===== config.mk =====
export PLATFORM = sky130hd
export DESIGN_NAME = sound_pong
export DESIGN_NICKNAME = d
export VERILOG_FILES = /design/src/rtl/sound_pong_pkg.sv /design/src/rtl/sound_pong_tone_divider.sv /design/src/rtl/sound_pong.sv
export SDC_FILE = /design/constraint.sdc
export NUM_CORES = 1
export LEC_CHECK = 0
export CAP_MARGIN = 40
export CORE_AREA = 2 2 83 85
export CTS_CLUSTER_DIAMETER = 60
export DETAILED_ROUTE_END_ITERATION = 8
export DIE_AREA = 0 0 85 87
export PLACE_DENSITY_LB_ADDON = 0.3
export SKIP_LAST_GASP = 1
export SYNTH_ARGS = -nofsm -noshare
export SYNTH_HDL_FRONTEND = slang
export SYNTH_SLANG_ARGS = --single-unit

===== constraint.sdc =====
create_clock -name clk -period 2.4 [get_ports clk]
set_input_delay 0.48 -clock clk [delete_from_list [all_inputs] [get_ports clk]]
set_output_delay 0.48 -clock clk [all_outputs]
set_load 0.02 [all_outputs]

===== src/rtl/sound_pong_pkg.sv =====
// Shared sound codes for the pong game; the same encoding is driven by dynamic_pong.
package sound_pong_pkg;

  localparam logic [1:0] SND_STOP = 2'b00;
  localparam logic [1:0] SND_PONG = 2'b01;
  localparam logic [1:0] SND_PING = 2'b10;
  localparam logic [1:0] SND_GO   = 2'b11;

  function automatic logic is_sound(input logic [1:0] code);
    return code != SND_STOP;
  endfunction

endpackage


===== src/rtl/sound_pong_tone_divider.sv =====
// Reloadable half-period divider producing a registered square wave.
module tone_divider #(
  parameter int CNT_W = 20
) (
  input  logic             clk,
  input  logic             load_i,
  input  logic             en_i,
  input  logic [CNT_W-1:0] half_i,
  output logic             sq_o
);

  logic [CNT_W-1:0] half_q;
  logic [CNT_W-1:0] cnt_q;
  logic             sq_q;

  // load restarts the wave low with a fresh half-period; it also serves as the clear
  always_ff @(posedge clk) begin
    if (load_i) begin
      half_q <= half_i;
      cnt_q  <= '0;
      sq_q   <= 1'b0;
    end else if (en_i) begin
      if (cnt_q == half_q - CNT_W'(1)) begin
        cnt_q <= '0;
        sq_q  <= ~sq_q;
      end else begin
        cnt_q <= cnt_q + CNT_W'(1);
      end
    end
  end

  assign sq_o = sq_q;

endmodule


===== src/rtl/sound_pong.sv =====
// Pong sound back-end: turns (mute, code_sound) into one-shot square-wave tones and a go jingle.
module sound_pong
  import sound_pong_pkg::*;
#(
  parameter int CNT_W     = 20,
  parameter int DUR_W     = 24,
  parameter int PING_HALF = 25000,
  parameter int PONG_HALF = 50000,
  parameter int GO_HALF_A = 62500,
  parameter int GO_HALF_B = 31250,
  parameter int DUR       = 2500000
) (
  input  logic       clk,
  input  logic       clr,
  input  logic       mute,
  input  logic [1:0] code_sound,
  output logic       speaker,
  output logic       busy
);

  typedef enum logic [1:0] {
    S_IDLE = 2'd0,
    S_TONE = 2'd1,
    S_GO_A = 2'd2,
    S_GO_B = 2'd3
  } state_e;

  state_e           state_q, state_d;
  logic             busy_q, busy_d;
  logic [DUR_W-1:0] dur_q, dur_d;
  logic [1:0]       code_q;
  logic             load_c;
  logic             en_c;
  logic [CNT_W-1:0] half_c;
  logic             event_c;

  function automatic logic [CNT_W-1:0] code_half(input logic [1:0] code);
    case (code)
      SND_PING: return CNT_W'(PING_HALF);
      SND_PONG: return CNT_W'(PONG_HALF);
      default:  return CNT_W'(GO_HALF_A);
    endcase
  endfunction

  // A held level is one event; only a change to a non-stop code starts a sound.
  assign event_c = (code_sound != code_q) && is_sound(code_sound) && !mute;

  always_ff @(posedge clk) begin
    if (clr) begin
      state_q <= S_IDLE;
      busy_q  <= 1'b0;
      dur_q   <= '0;
      code_q  <= SND_STOP;
    end else begin
      state_q <= state_d;
      busy_q  <= busy_d;
      dur_q   <= dur_d;
      code_q  <= code_sound;
    end
  end

  always_comb begin
    state_d = state_q;
    busy_d  = busy_q;
    dur_d   = dur_q;
    load_c  = 1'b0;
    en_c    = 1'b0;
    half_c  = code_half(code_sound);
    if (mute) begin
      state_d = S_IDLE;
      busy_d  = 1'b0;
      dur_d   = '0;
      load_c  = 1'b1;
    end else if (event_c) begin
      state_d = (code_sound == SND_GO) ? S_GO_A : S_TONE;
      busy_d  = 1'b1;
      dur_d   = '0;
      load_c  = 1'b1;
    end else if (state_q != S_IDLE) begin
      if (dur_q == DUR_W'(DUR - 1)) begin
        dur_d  = '0;
        load_c = 1'b1;
        if (state_q == S_GO_A) begin
          state_d = S_GO_B;
          half_c  = CNT_W'(GO_HALF_B);
        end else begin
          state_d = S_IDLE;
          busy_d  = 1'b0;
        end
      end else begin
        dur_d = dur_q + DUR_W'(1);
        en_c  = 1'b1;
      end
    end
  end

  tone_divider #(
    .CNT_W(CNT_W)
  ) u_div (
    .clk   (clk),
    .load_i(clr | load_c),
    .en_i  (en_c),
    .half_i(half_c),
    .sq_o  (speaker)
  );

  assign busy = busy_q;

endmodule

-- Word level (Yosys, flattened, before mapping)
Index checks and enable logic that the tools add are counted.
- muxes and demuxes: 25
- $add $sub $neg: 3
- equal/unequal tests: 8
- reductions and logical operators: 12
- bitwise logic cells: 2
- operator list (cell ; number):
    20-bit two-way mux ; 6
    16-bit case mux with 2 select lines ; 1
    24-bit by 1-bit adder with 24-bit output (second input constant) ; 1
    24-bit by 22-bit equality test with 1-bit output (second input constant) ; 1
    24-bit two-way mux ; 1
    20-bit by 1-bit adder with 20-bit output (second input constant) ; 1
    20-bit equality test ; 1
    20-bit by 1-bit subtractor with 20-bit output (second input constant) ; 1
    1-bit two-way mux ; 12
    2-bit two-way mux ; 5
    2-bit nonzero test ; 4
    2-bit equality test (second input constant) ; 3
    2-bit AND reduction ; 2
    3-bit AND reduction ; 1
    3-bit OR reduction ; 1
    2-bit by 1-bit equality test with 1-bit output (second input constant) ; 1
    1-bit logical AND ; 2
    2-bit inequality test ; 1
    2-bit inequality test (second input constant) ; 1
    2-bit OR reduction ; 1
    1-bit zero test ; 1
    1-bit NOT ; 1
    1-bit bitwise OR ; 1
- output and inout port bits: 2
- input port bits: 5
- register bits: 70
- logic and storage cells: 57

-- Depth between registers and ports, before layout
- depth in word-level cells: 7
- depth in mapped cells: 10
- gate-level depth less buffers: 9

-- By module
Synthesis repeated with hierarchy kept, for this count alone.
- cells, all modules: 403
- area, all modules: 3927.5 um^2
- modules (own cells, without submodules) (module ; sequential area each (um^2) ; cells each ; instances ; area an instance (um^2)):
    tone_divider ; 1021.0 ; 210 ; 1 ; 2285.9
    sound_pong ; 580.6 ; 193 ; 1 ; 1641.6

-- Worst setup path before layout
Ideal clock, no wire load.
- path type: register to register
- from: reg u_div.half_q[11]
- to: reg u_div.cnt_q[3]
- data arrival time: 2.398 ns
- buffers on the path: 1
- setup time: 0.115 ns
- stages on the path, launching flop included: 11
- path slack: -0.113 ns
- data required time: 2.285 ns
- clock period less this slack: 2.513 ns
- cell sequence: edfxtp_1 -> inv_1 -> ha_1 -> nor4b_1 -> or3_1 -> a2111oi_0 -> nand4_1 -> or4_4 -> nand2b_4 -> buf_12 -> nor2_1
- longest elaborated chain between the ends: 3
- RTL lines (item ; line ; RTL):
    start: declaration ; sound_pong_tone_divider.sv:12 ; logic [CNT_W-1:0] half_q;
    start signal: assignment ; sound_pong_tone_divider.sv:19 ; half_q <= half_i;
    20-bit by 1-bit subtractor with 20-bit output ; sound_pong_tone_divider.sv:23 ; if (cnt_q == half_q - CNT_W'(1)) begin
    20-bit equality test ; sound_pong_tone_divider.sv:23 ;
    20-bit two-way mux ; sound_pong_tone_divider.sv:23 ;
    end signal: assignment ; sound_pong_tone_divider.sv:27 ; cnt_q <= cnt_q + CNT_W'(1);
    end: declaration ; sound_pong_tone_divider.sv:13 ; logic [CNT_W-1:0] cnt_q;
No other way between the ends.
A chain may end at the register's enable or synchronous reset.

-- Final worst setup path
- from: reg u_div.half_q[10]
- to: reg u_div.cnt_q[16]
The elaborated chain is that of the path after synthesis.

==> reports/metrics.cfg <==
[clock_network]
cts_root_buf=clkbuf_8
cts.sinks=60
cts_setup_buffers=0
htree_levels=3
cts_buffer_depth=2
clk_pin_slew_ns=0.07
worstSkewPairLatency_ns=0.33
cts_tree=built
cts_made_buffers=9

[die]
start_util=0.4867
dieArea_um2=7395
die_w_um=85
fp.dieH_um=87
core.rowCount=30
core_area_um2=6569
io_pins=7

[timing]
worstMarginPinSlew_ns=0.3779
relSlewSlack=0.7462
maxSlewViolCount=0
fin_ws_ns=-0.1332
skew_ns=0.009043
period_minus_slack_ns=2.533
max_freq_mhz=394.8
hold_ws_ns=0.4883
setup_viol=21
grt_setup_unrepaired=yes
finalHoldViolations=0
finalCritPeriodShare=1.055
tns_ns=-1.876

[synth]
synth_cell_type_count=52
ys_seq_elements=60
synth_edf_count=10
yosys_warnings=0
syn_area_um2=3197
avgSynthCellArea_um2=8.807
async_flop_share=0
synth_cells=363
yosysSeqAreaShare=0.4070
synth_flop_cell=dfxtp_1
syn-num-nets=376

[setup_path]
criticalPathCategory=reg -> reg
end_kind=register
crit_end=u_div.cnt_q[16]
critical_path.cell_chain=inv_2 > ha_4 > nor4b_4 > or3_1 > a2111oi_2 > nand4_1 > or4_4 > nand2b_2 > nor2_1
critPathTopFamily=simple AND/OR/NAND/NOR gates
slowest_delay_ns=0.55
cp_num_cells=9
cp_max_fo=5
rrSetupSlack_ns=-0.13
cp-start-kind=register
reg2reg_depth=9
slowest_stage=or4_4
crit_required_ns=2.62
path_buf_inv=1
critPathArrivalTime_ns=2.75
r2r_end=u_div.cnt_q[16]
reg2reg_from=u_div.half_q[10]
critPathLaunch=u_div.half_q[10]

[outcome]
violations=setup timing
outcome=finished with violations

[detailed_routing]
dr.pass1.iters=4
drtIter0Drc=145
wire_per_inst_um=13.36
drc_errors=0
routed_wl_um=6562
ant_nets=0
routed-via-count=2653
vias_per_cell=5.403

[place]
routabilityCongestion=0.8654
dpl.hpwl_um=4727
dp_slack_ns=-0.1980
port_buffers=6
place_inst=472

[global_route]
gr-total-overflow=0
grt_pass1_vias=2449
track_usage=0.1910
grt_start_max_net_pins=16
antenna_found_initial=0
grt_pass1_wl_um=11280

[worst_hold_path]
hold_class=reg -> reg

[finish]
drive_gt1_frac=0.1922
diodes=0
nets=419
instances_no_fill=491
areaGrowthSynthToFinish_pct=21.25

[power]
powerDensity_nw_per_um2=573.1
vdd_ir_drop_max_uv=410.6
p_leak_nw=1.435

[flow_run]
cap_viol_max_count=0

-- cells in the mapped netlist, types with 2 or more instances --
library cell	n	area, um2
ha_1	8	100.1
o21ai_0	10	50.05
and4_1	2	17.52
buf_6	2	22.52
a21oi_1	15	75.07
or3_1	5	31.28
and3b_1	2	17.52
clkbuf_1	7	26.28
xnor2_1	15	131.4
nor2b_1	7	43.79
nor4bb_1	2	20.02
buf_2	3	15.01
nand2_1	28	105.1
or4_4	2	22.52
or2_2	2	12.51
nor3_1	15	75.07
or4_1	2	15.01
xor2_1	35	306.5
a2111oi_0	2	17.52
inv_1	8	30.03
edfxtp_1	10	300.3
and3_1	13	81.33
nand4_1	10	62.56
and2_1	3	18.77
nor2_1	48	180.2
dfxtp_1	50	1001
nand4b_1	2	17.52
nor4_1	6	37.54
nand3_1	19	95.09
a211oi_1	2	15.01
nor2_2	7	43.79
-- per-layer routing --
metal	part of all wire	routed length, um	vias up	global-route usage
met5	0	0	-	0
met4	0.012	81	0	0.07648
met3	0.038	252	6	0.04550
met2	0.45	2976	53	0.2884
met1	0.50	3251	1230	0.2643
li1	-	-	1364	-
-- worst min-delay path, stage by stage (launching register included) --
cell     delay [ns]
dfxtp_1        0.33
nand2_1        0.06
a21oi_1        0.05
-- worst min-delay path by stage --
| stage | start | endpoint | slack, ns | depth (start not counted) |
|---|---|---|---|---|
| global placement | dur_q[1] | dur_q[1] | 0.47 | 2 |
| floorplan | dur_q[1] | dur_q[1] | 0.46 | 2 |
| CTS | dur_q[1] | dur_q[1] | 0.49 | 2 |
| global route | dur_q[1] | dur_q[1] | 0.51 | 2 |
| detailed placement | dur_q[1] | dur_q[1] | 0.48 | 2 |
| finish | dur_q[1] | dur_q[1] | 0.49 | 2 |
-- cells in the final DEF (no fill, tap or decap), types with 3 or more instances in the layout --
cell type	count
a21oi_1	15
and2_1	3
and3_1	13
buf_4	35
clkbuf_8	10
clkdlybuf4s50_1	6
clkinv_2	3
dfxtp_1	50
edfxtp_1	10
ha_1	7
inv_1	6
nand2_1	28
nand2b_4	3
nand3_1	19
nand4_1	10
nor2_1	45
nor2_2	10
nor2b_1	7
nor3_1	15
nor4_1	5
o21ai_0	10
or3_1	5
xnor2_1	15
xor2_1	34
-- per-stage QoR --
step / instance area, um2 / total power, W / utilization
after floorplan: 3222 / 0.001209 / -
after global placement: 3586 / 0.001285 / 0.5459
after detailed placement: 3586 / 0.001289 / 0.5459
after CTS: 3849 / 0.002241 / 0.5859
after global routing: 3876 / 0.002316 / 0.5901
final: 3876 / 0.002222 / 0.5901
-- where the power goes --
| group | total, W | internal, W | switching, W |
|---|---|---|---|
| clock network | 0.000942 | 0.000566 | 0.000376 |
| logic | 0.000220 | 0.000111 | 0.000109 |
| registers | 0.00106 | 0.00104 | 0.0000160 |
-- logic make-up after synthesis --
| kind of cell | share of synthesized area |
|---|---|
| AO/OA/AOI/OAI | 0.08181 |
| flip-flops | 0.4070 |
| adder cells (fa/ha/maj) | 0.03131 |
| XOR/XNOR | 0.1370 |
| AND/OR/NAND/NOR | 0.3072 |
| buffers and inverters | 0.03562 |
-- flip-flops by register name, summed over array words and instances, names as in the netlist --
| name | flops |
|---|---|
| dur_q | 24 |
| u_div.cnt_q | 20 |
| u_div.half_q | 10 |
| code_q | 2 |
| state_q | 2 |
| busy | 1 |
| u_div.sq_o | 1 |
-- cell type report --
type                       instances  area, um2
clock inverter                     4      45.04
clock buffer                      12      166.4
tap                               80      100.1
fill                             560       2693
inverter                           8      30.03
timing repair buffer              42      342.8
multi-input combinational        285       1891
sequential                        60       1301
-- repair_timing --
| item | 4_1_cts | 5_1_grt |
|---|---|---|
| setup endpoints to repair | 21 | 31 |
| gates resized for setup | 7 | 4 |
| hold buffers | 0 | 0 |
| gates cloned | 2 | 1 |
| pin swaps | 2 | 7 |
Note: power is estimated with default switching activity, not from simulation.
